### config.mk
export PLATFORM = sky130hd
export DESIGN_NAME = uart_rx
export DESIGN_NICKNAME = d
export VERILOG_FILES = /design/src/rtl/uart_pkg.sv /design/src/rtl/uart_baud_tick.sv /design/src/rtl/uart_rx.sv
export SDC_FILE = /design/constraint.sdc
export NUM_CORES = 1
export LEC_CHECK = 0
export BUFFER_PORTS_ARGS = -buffer_cell sky130_fd_sc_hd__buf_4
export CORE_ASPECT_RATIO = 0.75
export CORE_MARGIN = 1.5
export CORE_UTILIZATION = 45
export CTS_BUF_LIST = sky130_fd_sc_hd__clkbuf_8
export DETAILED_ROUTE_END_ITERATION = 8
export GPL_TIMING_DRIVEN = 1
export PLACE_DENSITY_LB_ADDON = 0.12
export SETUP_SLACK_MARGIN = 0.5
export SLEW_MARGIN = 20
export SYNTH_ARGS = -nofsm -noshare
export SYNTH_HDL_FRONTEND = slang
export SYNTH_HIERARCHICAL = 1
export SYNTH_SLANG_ARGS = --single-unit
### constraint.sdc
create_clock -name clk -period 4 [get_ports clk]
set_clock_uncertainty 0.2 [all_clocks]
set_input_delay 0.2 -clock clk [delete_from_list [all_inputs] [get_ports clk]]
set_output_delay 0.2 -clock clk [all_outputs]
set_load 0.02 [all_outputs]
### src/rtl/uart_pkg.sv
// Shared UART definitions: receiver FSM states, oversampling constants and the
// sample-vote helper.
package uart_pkg;

    localparam int unsigned OVERSAMPLE = 16;
    localparam int unsigned SCNT_W     = $clog2(OVERSAMPLE);
    localparam int unsigned DATA_BITS  = 8;
    localparam int unsigned IDX_W      = $clog2(DATA_BITS);

    // Mid-bit sample points; the vote is resolved on the last of the three
    localparam logic [SCNT_W-1:0] SAMP_A = SCNT_W'(7);
    localparam logic [SCNT_W-1:0] SAMP_B = SCNT_W'(8);
    localparam logic [SCNT_W-1:0] SAMP_C = SCNT_W'(9);
    localparam logic [SCNT_W-1:0] S_LAST = SCNT_W'(OVERSAMPLE - 1);

    localparam logic [IDX_W-1:0] LAST_BIT = IDX_W'(DATA_BITS - 1);

    typedef enum logic [2:0] {
        StIdle,
        StStart,
        StData,
        StStop,
        StBreak
    } uart_state_e;

    function automatic logic maj3(input logic a, input logic b, input logic c);
        return (a & b) | (a & c) | (b & c);
    endfunction

endpackage

### src/rtl/uart_baud_tick.sv
// Oversample tick generator: one-clock tick every TICK_DIV clocks, restartable
// so the bit phase can be aligned to an incoming edge.
module uart_baud_tick #(
    parameter int unsigned TICK_DIV = 1
) (
    input  logic clk,
    input  logic areset,
    input  logic clr,
    output logic tick
);

    localparam int unsigned CNT_W = (TICK_DIV > 1) ? $clog2(TICK_DIV) : 1;
    localparam logic [CNT_W-1:0] CNT_LAST = CNT_W'(TICK_DIV - 1);

    logic [CNT_W-1:0] r_cnt;
    logic             w_wrap;

    assign w_wrap = (r_cnt == CNT_LAST);

    always_ff @(posedge clk or negedge areset) begin
        if (!areset) begin
            r_cnt <= '0;
        end else if (clr || w_wrap) begin
            r_cnt <= '0;
        end else begin
            r_cnt <= r_cnt + CNT_W'(1);
        end
    end

    // A clear restarts the phase, so it must not also emit a tick
    assign tick = w_wrap && !clr;

endmodule

### src/rtl/uart_rx.sv
// 8N1 UART receiver: 16x oversampling with 3-sample majority vote, framing
// error and overrun reporting, single-entry holding register with valid/ready.
module uart_rx
    import uart_pkg::*;
#(
    parameter int unsigned CLK_FREQ = 50_000_000,
    parameter int unsigned BAUD     = 115200
) (
    input  logic                 clk,
    input  logic                 areset,
    input  logic                 rx,
    output logic [DATA_BITS-1:0] data_out,
    output logic                 data_valid,
    input  logic                 data_ready,
    output logic                 frame_err,
    output logic                 overrun
);

    localparam int unsigned TICK_DIV = CLK_FREQ / (BAUD * OVERSAMPLE);

    if (TICK_DIV < 1) begin : g_bad_tick_div
        $error("uart_rx: CLK_FREQ too low for BAUD with 16x oversampling");
    end

    logic r_sync1;
    logic r_sync2;
    logic w_rxs;

    always_ff @(posedge clk or negedge areset) begin
        if (!areset) begin
            r_sync1 <= 1'b1;
            r_sync2 <= 1'b1;
        end else begin
            r_sync1 <= rx;
            r_sync2 <= r_sync1;
        end
    end

    assign w_rxs = r_sync2;

    logic w_tick;
    logic w_clr;

    uart_baud_tick #(
        .TICK_DIV (TICK_DIV)
    ) u_baud_tick (
        .clk    (clk),
        .areset (areset),
        .clr    (w_clr),
        .tick   (w_tick)
    );

    uart_state_e          r_state;
    uart_state_e          w_state_nxt;
    logic [SCNT_W-1:0]    r_s;
    logic [SCNT_W-1:0]    w_s_nxt;
    logic [IDX_W-1:0]     r_idx;
    logic [IDX_W-1:0]     w_idx_nxt;
    logic [DATA_BITS-1:0] r_shift;
    logic [DATA_BITS-1:0] w_shift_nxt;
    logic [1:0]           r_samp;
    logic                 w_vote;
    logic                 w_good;
    logic                 w_ferr;

    assign w_vote = maj3(r_samp[0], r_samp[1], w_rxs);

    always_ff @(posedge clk or negedge areset) begin
        if (!areset) begin
            r_state <= StIdle;
            r_s     <= '0;
            r_idx   <= '0;
            r_shift <= '0;
            r_samp  <= 2'b11;
        end else begin
            r_state <= w_state_nxt;
            r_s     <= w_s_nxt;
            r_idx   <= w_idx_nxt;
            r_shift <= w_shift_nxt;
            if (w_tick && (r_s == SAMP_A)) begin
                r_samp[0] <= w_rxs;
            end
            if (w_tick && (r_s == SAMP_B)) begin
                r_samp[1] <= w_rxs;
            end
        end
    end

    always_comb begin
        w_state_nxt = r_state;
        w_s_nxt     = r_s;
        w_idx_nxt   = r_idx;
        w_shift_nxt = r_shift;
        w_clr       = 1'b0;
        w_good      = 1'b0;
        w_ferr      = 1'b0;

        if (w_tick) begin
            w_s_nxt = r_s + SCNT_W'(1);
        end

        unique case (r_state)
            StIdle: begin
                w_s_nxt = '0;
                if (!w_rxs) begin
                    w_state_nxt = StStart;
                    w_clr       = 1'b1;
                end
            end
            StStart: begin
                if (w_tick) begin
                    if ((r_s == SAMP_C) && w_vote) begin
                        w_state_nxt = StIdle;
                    end else if (r_s == S_LAST) begin
                        w_state_nxt = StData;
                        w_idx_nxt   = '0;
                    end
                end
            end
            StData: begin
                if (w_tick) begin
                    if (r_s == SAMP_C) begin
                        w_shift_nxt = {w_vote, r_shift[DATA_BITS-1:1]};
                    end
                    if (r_s == S_LAST) begin
                        if (r_idx == LAST_BIT) begin
                            w_state_nxt = StStop;
                        end else begin
                            w_idx_nxt = r_idx + IDX_W'(1);
                        end
                    end
                end
            end
            StStop: begin
                // Leave half a bit early so a slightly fast sender is tolerated
                if (w_tick && (r_s == SAMP_C)) begin
                    if (w_vote) begin
                        w_state_nxt = StIdle;
                        w_good      = 1'b1;
                    end else begin
                        w_state_nxt = StBreak;
                        w_ferr      = 1'b1;
                    end
                end
            end
            StBreak: begin
                if (w_rxs) begin
                    w_state_nxt = StIdle;
                end
            end
            default: begin
                w_state_nxt = StIdle;
            end
        endcase
    end

    logic [DATA_BITS-1:0] r_data;
    logic                 r_valid;
    logic                 r_frame_err;
    logic                 r_overrun;

    always_ff @(posedge clk or negedge areset) begin
        if (!areset) begin
            r_data      <= '0;
            r_valid     <= 1'b0;
            r_frame_err <= 1'b0;
            r_overrun   <= 1'b0;
        end else begin
            r_frame_err <= w_ferr;
            r_overrun   <= 1'b0;
            if (w_good) begin
                if (!r_valid || data_ready) begin
                    r_data  <= r_shift;
                    r_valid <= 1'b1;
                end else begin
                    r_overrun <= 1'b1;
                end
            end else if (r_valid && data_ready) begin
                r_valid <= 1'b0;
            end
        end
    end

    assign data_out   = r_data;
    assign data_valid = r_valid;
    assign frame_err  = r_frame_err;
    assign overrun    = r_overrun;

endmodule

### Yosys cells after proc, flatten, opt, wreduce, memory -nomap -nowiden

Cells that the tools add are included.

| operators by class | value |
|---|---|
| multiplexer cells | 34 |
| equal/unequal tests | 22 |
| add/sub/neg operators | 3 |
| bitwise gates (word level) | 5 |
| reductions and logical operators | 19 |

Operators by type and width:

| operator | count |
|---|---|
| $mux W3 | 16 |
| $ne A2 B2 Y1 const B | 10 |
| $pmux W3 S5 | 1 |
| $mux W1 | 13 |
| $eq A4 B4 Y1 const B | 3 |
| $mux W4 | 2 |
| $reduce_and A8 Y1 | 1 |
| $reduce_and A7 Y1 | 1 |
| $eq A3 B2 Y1 const B | 2 |
| $eq A3 B3 Y1 const B | 2 |
| $logic_and A1 B1 Y1 | 6 |
| $pmux W3 S2 | 1 |
| $reduce_bool A2 Y1 | 3 |
| $add A5 B1 Y5 const B | 1 |
| $eq A5 B5 Y1 const B | 1 |
| $mux W5 | 1 |
| $add A4 B1 Y4 const B | 1 |
| $eq A4 B3 Y1 const B | 1 |
| $reduce_and A2 Y1 | 2 |
| $add A3 B1 Y3 const B | 1 |
| $and A1 B1 Y1 | 3 |
| $eq A3 B1 Y1 const B | 1 |
| $logic_not A3 Y1 | 1 |
| $ne A3 B3 Y1 const B | 1 |
| 5 further kinds | 8 |

| word-level totals | value |
|---|---|
| output and inout bits | 11 |
| input port bits | 4 |
| register bits | 38 |
| word-level logic and storage cells | 96 |

### Depth between registers and ports, before layout

| logic depth | value |
|---|---|
| depth after elaboration | 9 |
| depth in mapped cells | 11 |
| mapped depth without buffers | 8 |

### Modules after synthesis

The synthesis kept the hierarchy.

By module, submodules not included:

| module | times used | area an instance (sq um) | seq. area each (sq um) | cells each |
|---|---|---|---|---|
| uart_rx | 1 | 1536.5 | 830.8 | 119 |
| uart_baud_tick | 1 | 275.3 | 125.1 | 23 |

### Worst setup path after synthesis

OpenSTA, ideal clock, no wires.

| timing path | value |
|---|---|
| path type | flip-flop to flip-flop |
| start | register r_state[0] |
| end | register r_data[0] (netlist: data_out[0]) |
| setup slack | 1.586 ns |
| required time | 3.675 ns |
| stages on the path, launching flop included | 9 |
| arrival time | 2.089 ns |
| clock period less this slack | 2.414 ns |
| path buffers | 2 |
| library setup time | 0.125 ns |
| cell sequence | dfrtp_1 nor4_1 nor2b_1 buf_4 and2_2 nand4_4 nor2b_2 buf_6 mux2_4 |

| between the ends | value |
|---|---|
| cells in the longest elaborated chain, start to end | 8 |
| elaborated cells between the ends (all ways) | 9 |
| those cells by class | eq/ne (1); mux (3); reduce/logical (5) |

Ends and longest elaborated chain:

| item | line | source |
|---|---|---|
| from (decl) | uart_rx.sv:53 | `uart_state_e r_state;` |
| from (signal assigned) | uart_rx.sv:70 | `r_state <= StIdle;` |
| from (signal assigned) | uart_rx.sv:76 | `r_state <= w_state_nxt;` |
| $logic_not A3 Y1 | uart_rx.sv:102 | `unique case (r_state)` |
| $mux W1 | uart_rx.sv:102 |  |
| via w_clr | uart_rx.sv:42 | `logic w_clr;` |
| $logic_not A1 Y1 | uart_baud_tick.sv:31 | `assign tick = w_wrap && !clr;` |
| $logic_and A1 B1 Y1 | uart_baud_tick.sv:31 |  |
| via w_tick | uart_rx.sv:41 | `logic w_tick;` |
| $logic_and A1 B1 Y1 | uart_rx.sv:136 | `if (w_tick && (r_s == SAMP_C)) begin` |
| $mux W1 | uart_rx.sv:136 |  |
| $mux W1 | uart_rx.sv:102 |  |
| $reduce_and A2 Y1 (no source line) | n/a |  |
| to (signal assigned) | uart_rx.sv:173 | `r_data <= r_shift;` |
| to (decl) | uart_rx.sv:157 | `logic [DATA_BITS-1:0] r_data;` |

The timed path passes the listed nets, and every way through them passes these cells.
A chain may end at the register's enable or synchronous reset.

### Worst setup path in the final report

| timing path | value |
|---|---|
| start | register u_baud_tick.r_cnt[0] |
| end | register r_data[6] (netlist: data_out[6]) |

| between the ends | value |
|---|---|
| cells in the longest elaborated chain, start to end | 6 |

Ends and longest elaborated chain:

| item | line | source |
|---|---|---|
| from (decl) | uart_baud_tick.sv:15 | `logic [CNT_W-1:0] r_cnt;` |
| from (signal assigned) | uart_baud_tick.sv:26 | `r_cnt <= r_cnt + CNT_W'(1);` |
| $eq A5 B5 Y1 | uart_baud_tick.sv:18 | `assign w_wrap = (r_cnt == CNT_LAST);` |
| $logic_and A1 B1 Y1 | uart_baud_tick.sv:31 |  |
| via w_tick | uart_rx.sv:41 |  |
| $logic_and A1 B1 Y1 | uart_rx.sv:136 |  |
| $mux W1 | uart_rx.sv:136 |  |
| $mux W1 | uart_rx.sv:102 |  |
| $reduce_and A2 Y1 (no source line) | n/a |  |

The timed path passes the listed nets, and every way through them passes these cells.

==> flow_summary.toml <==
[placement]
place_congestion = 0.853
pre_cts_ws_ns = 1.19
place_area_um2 = 1940
place_hpwl_um = 2150
io_buffers = 14

[route]
via_per_inst = 5.24
routed_wl_um = 3060
vias = 1121
drt_iter0_drc = 71
remaining_drc_errors = 0
post_drt_wl_per_cell_um = 14.3
drtPass1Iterations = 4
ant_nets = 0

[floorplanning]
die_x_um = 76.3
start_util = 0.482
dieHeight_um = 58.0
rows = 19
die-area_um2 = 4420
io_pins = 15
core_area_um2 = 3760

[timing]
finalCriticalPeriod_ns = 2.81
drv_slew = 0
setup_slack_ns = 1.19
tightest_slew_ns = 0.810
maxSlewHeadroom = 0.455
rsz0062_at_grt = "no"
finalSetupViolCount = 0
fmax_mhz = 356
period_share = 0.702
final_hold_viol_count = 0
finalSetupTns_ns = 0

[min_path]
hold_path_class = "input pin to flip-flop"

[clocking]
clock_path_buffers = 2
clock-sinks = 38
path_clk_slew_ns = 0.07
cts_buffers = 5
cts_resized = 0
cts_max_level = 2
cts_tree = "done"
clkLatencyLatePin_ns = 0.29
root_buffer = "clkbuf_8"
cts_setup_buffers = 0

[logic_synthesis]
yosys.area.top_type_share = 0.470
synth_ff_type = "dfrtp_1"
ys_types = 45
ys_ff_latch = 38
synth_commonest_cells = "dfrtp_1 (34), inv_1 (8), mux2_2 (8), mux2_4 (8), nor2_1 (8)"
synthArstFlopShare = 1.00
synth-edff-count = 0
netlist_instances = 142
syn-cell-area_um2 = 1810
ys_warn_count = 6
syn-mean-instance-area_um2 = 12.8
synth_most_common_cell = "dfrtp_1"
synth_nets = 153
yosysTopAreaCell = "dfrtp_1"
seq_area_frac_synth = 0.528
synthTopCellsByArea = "dfrtp_1 (47%), mux2_4 (6.6%), dfstp_2 (5.8%), mux2_2 (5.0%), ha_1 (4.8%)"

[critical_path]
cp-end-kind = "flip-flop"
critPathArrivalTime_ns = 2.79
crit_path_max_fanout = 10
cp.required_ns = 3.98
crit_type = "flip-flop to flip-flop"
start_kind = "flip-flop"

[global_route]
grt_pass1_vias = 1096
antenna_found_initial = 0
overflow = 0
grt_pass1_wl_um = 5240
grtUsageTotal = 0.157
grt_max_degree = 39

[power_and_ir_drop]
p_int_w = 0.000507
seqPwrFrac = 0.600
p_sw_frac = 0.213
powerDensity_nw_per_um2 = 315
ir_drop_v = 0.000249
p_leak_nw = 1.02
pwr-share-clk = 0.382
combPwrFrac = 0.017
p_switching_w = 0.000137

[finish]
multi_input_area_um2 = 779
final_area_um2 = 2050
final_net_count = 172
area_growth_pct = 12.9
regArea_um2 = 956
diodes = 0
drive_above_1_share = 0.333
postLayoutCoreUtil = 0.545
fillers = 334

[run]
maxCapViolations = 0

[outcome]
status = "finished, final reports clean"
==> critical path: stages (launching register included) <==
cell	delay [ns]
dfrtp_1	0.42
inv_1	0.07
ha_1	0.13
and4b_1	0.34
nor2b_1	0.16
buf_4	0.18
and2_2	0.22
nand4_4	0.12
nor2b_2	0.51
mux2_4	0.35
==> final timing paths <==
path	startpoint	endpoint	slack [ns]	cells after the start
worst max-delay path	u_baud_tick/r_cnt[0]	data_out[6]	1.19	9
worst min-delay path	data_ready	overrun	0.02	3
worst max register to register	u_baud_tick/r_cnt[0]	data_out[6]	1.19	9
worst min register to register	r_sync1	r_sync2	0.16	0
max in group asynchronous	areset	r_samp[1]	3.05	2
min in group asynchronous	areset	data_out[4]	0.21	2
==> power groups by stage <==
stage	combinational (W)	sequential, W	clock (W)
global placement	0.0000101	0.000394	0
detailed placement	0.0000104	0.000394	0
CTS	0.0000120	0.000387	0.000255
global route	0.0000129	0.000387	0.000271
floorplan	0.000000499	0.000394	0
finish	0.0000111	0.000387	0.000246
==> flip-flops by register name, summed over array words and instances (netlist names), 2 cells and up <==
register and count:
r_state 3, r_samp 2, r_idx 3, r_shift 8
u_baud_tick/r_cnt 5, data_out 8, r_s 4
==> cell type report <==
cell class | count | share of cell area
tap | 52 | 0.0318
clock buffer | 5 | 0.0336
inverter | 8 | 0.0147
clock inverter | 3 | 0.00673
sequential | 38 | 0.467
multi-input combinational | 91 | 0.381
timing repair buffer | 17 | 0.0648
==> logic make-up (layout without fill, tap and decap cells) <==
kind of cell	after synthesis	count (layout)	synth area share
simple gates	43	43	0.163
flops	38	38	0.528
mux	19	19	0.133
compound gates	17	17	0.0594
buf+inv	13	33	0.0421
fa+ha+maj	8	8	0.0559
xor+xnor	4	4	0.0193
==> metrics by stage <==
step / total power [W] / hold slack (ns) / cells
floorplan: 0.000394 / -0.296 / 142
global placement: 0.000404 / -0.0140 / 204
detailed placement: 0.000405 / -0.00962 / 204
CTS: 0.000654 / 0.0125 / 214
global route: 0.000671 / 0.0182 / 214
finish: 0.000644 / 0.0160 / 214
==> timing repair <==
item | in CTS | in global routing
hold endpoints to repair | 35 | 0
hold buffers | 2 | 0
setup endpoints to repair | 0 | 0
==> cells in the final DEF, fill, tap and decap left out, types with 2 or more instances in the layout <==
cell and n:
buf_4 15, nor4_2 2, nor2_1 8, nand2_1 5, mux2i_1 3, mux2_2 8, clkinv_2 2, o21bai_1 2
nand3_1 4, nor3_1 5, a21oi_1 5, o21ai_0 3, dfrtp_1 34, dfstp_2 4, and4_2 2, clkbuf_8 5
xor2_1 2, dlygate4sd3_1 2, inv_1 9, ha_1 7, nand2b_1 2, xnor2_1 2, mux2_4 8
==> metal layers <==
layer  share of wire  vias to the layer above  global-route usage
li1                -                      538                   -
met1            0.52                      562               0.215
met2            0.43                       17               0.226
met3           0.035                        4              0.0661
met4          0.0079                        0              0.0582
met5               0                        -                   0
No activity file was read; power rests on OpenSTA's default activity.
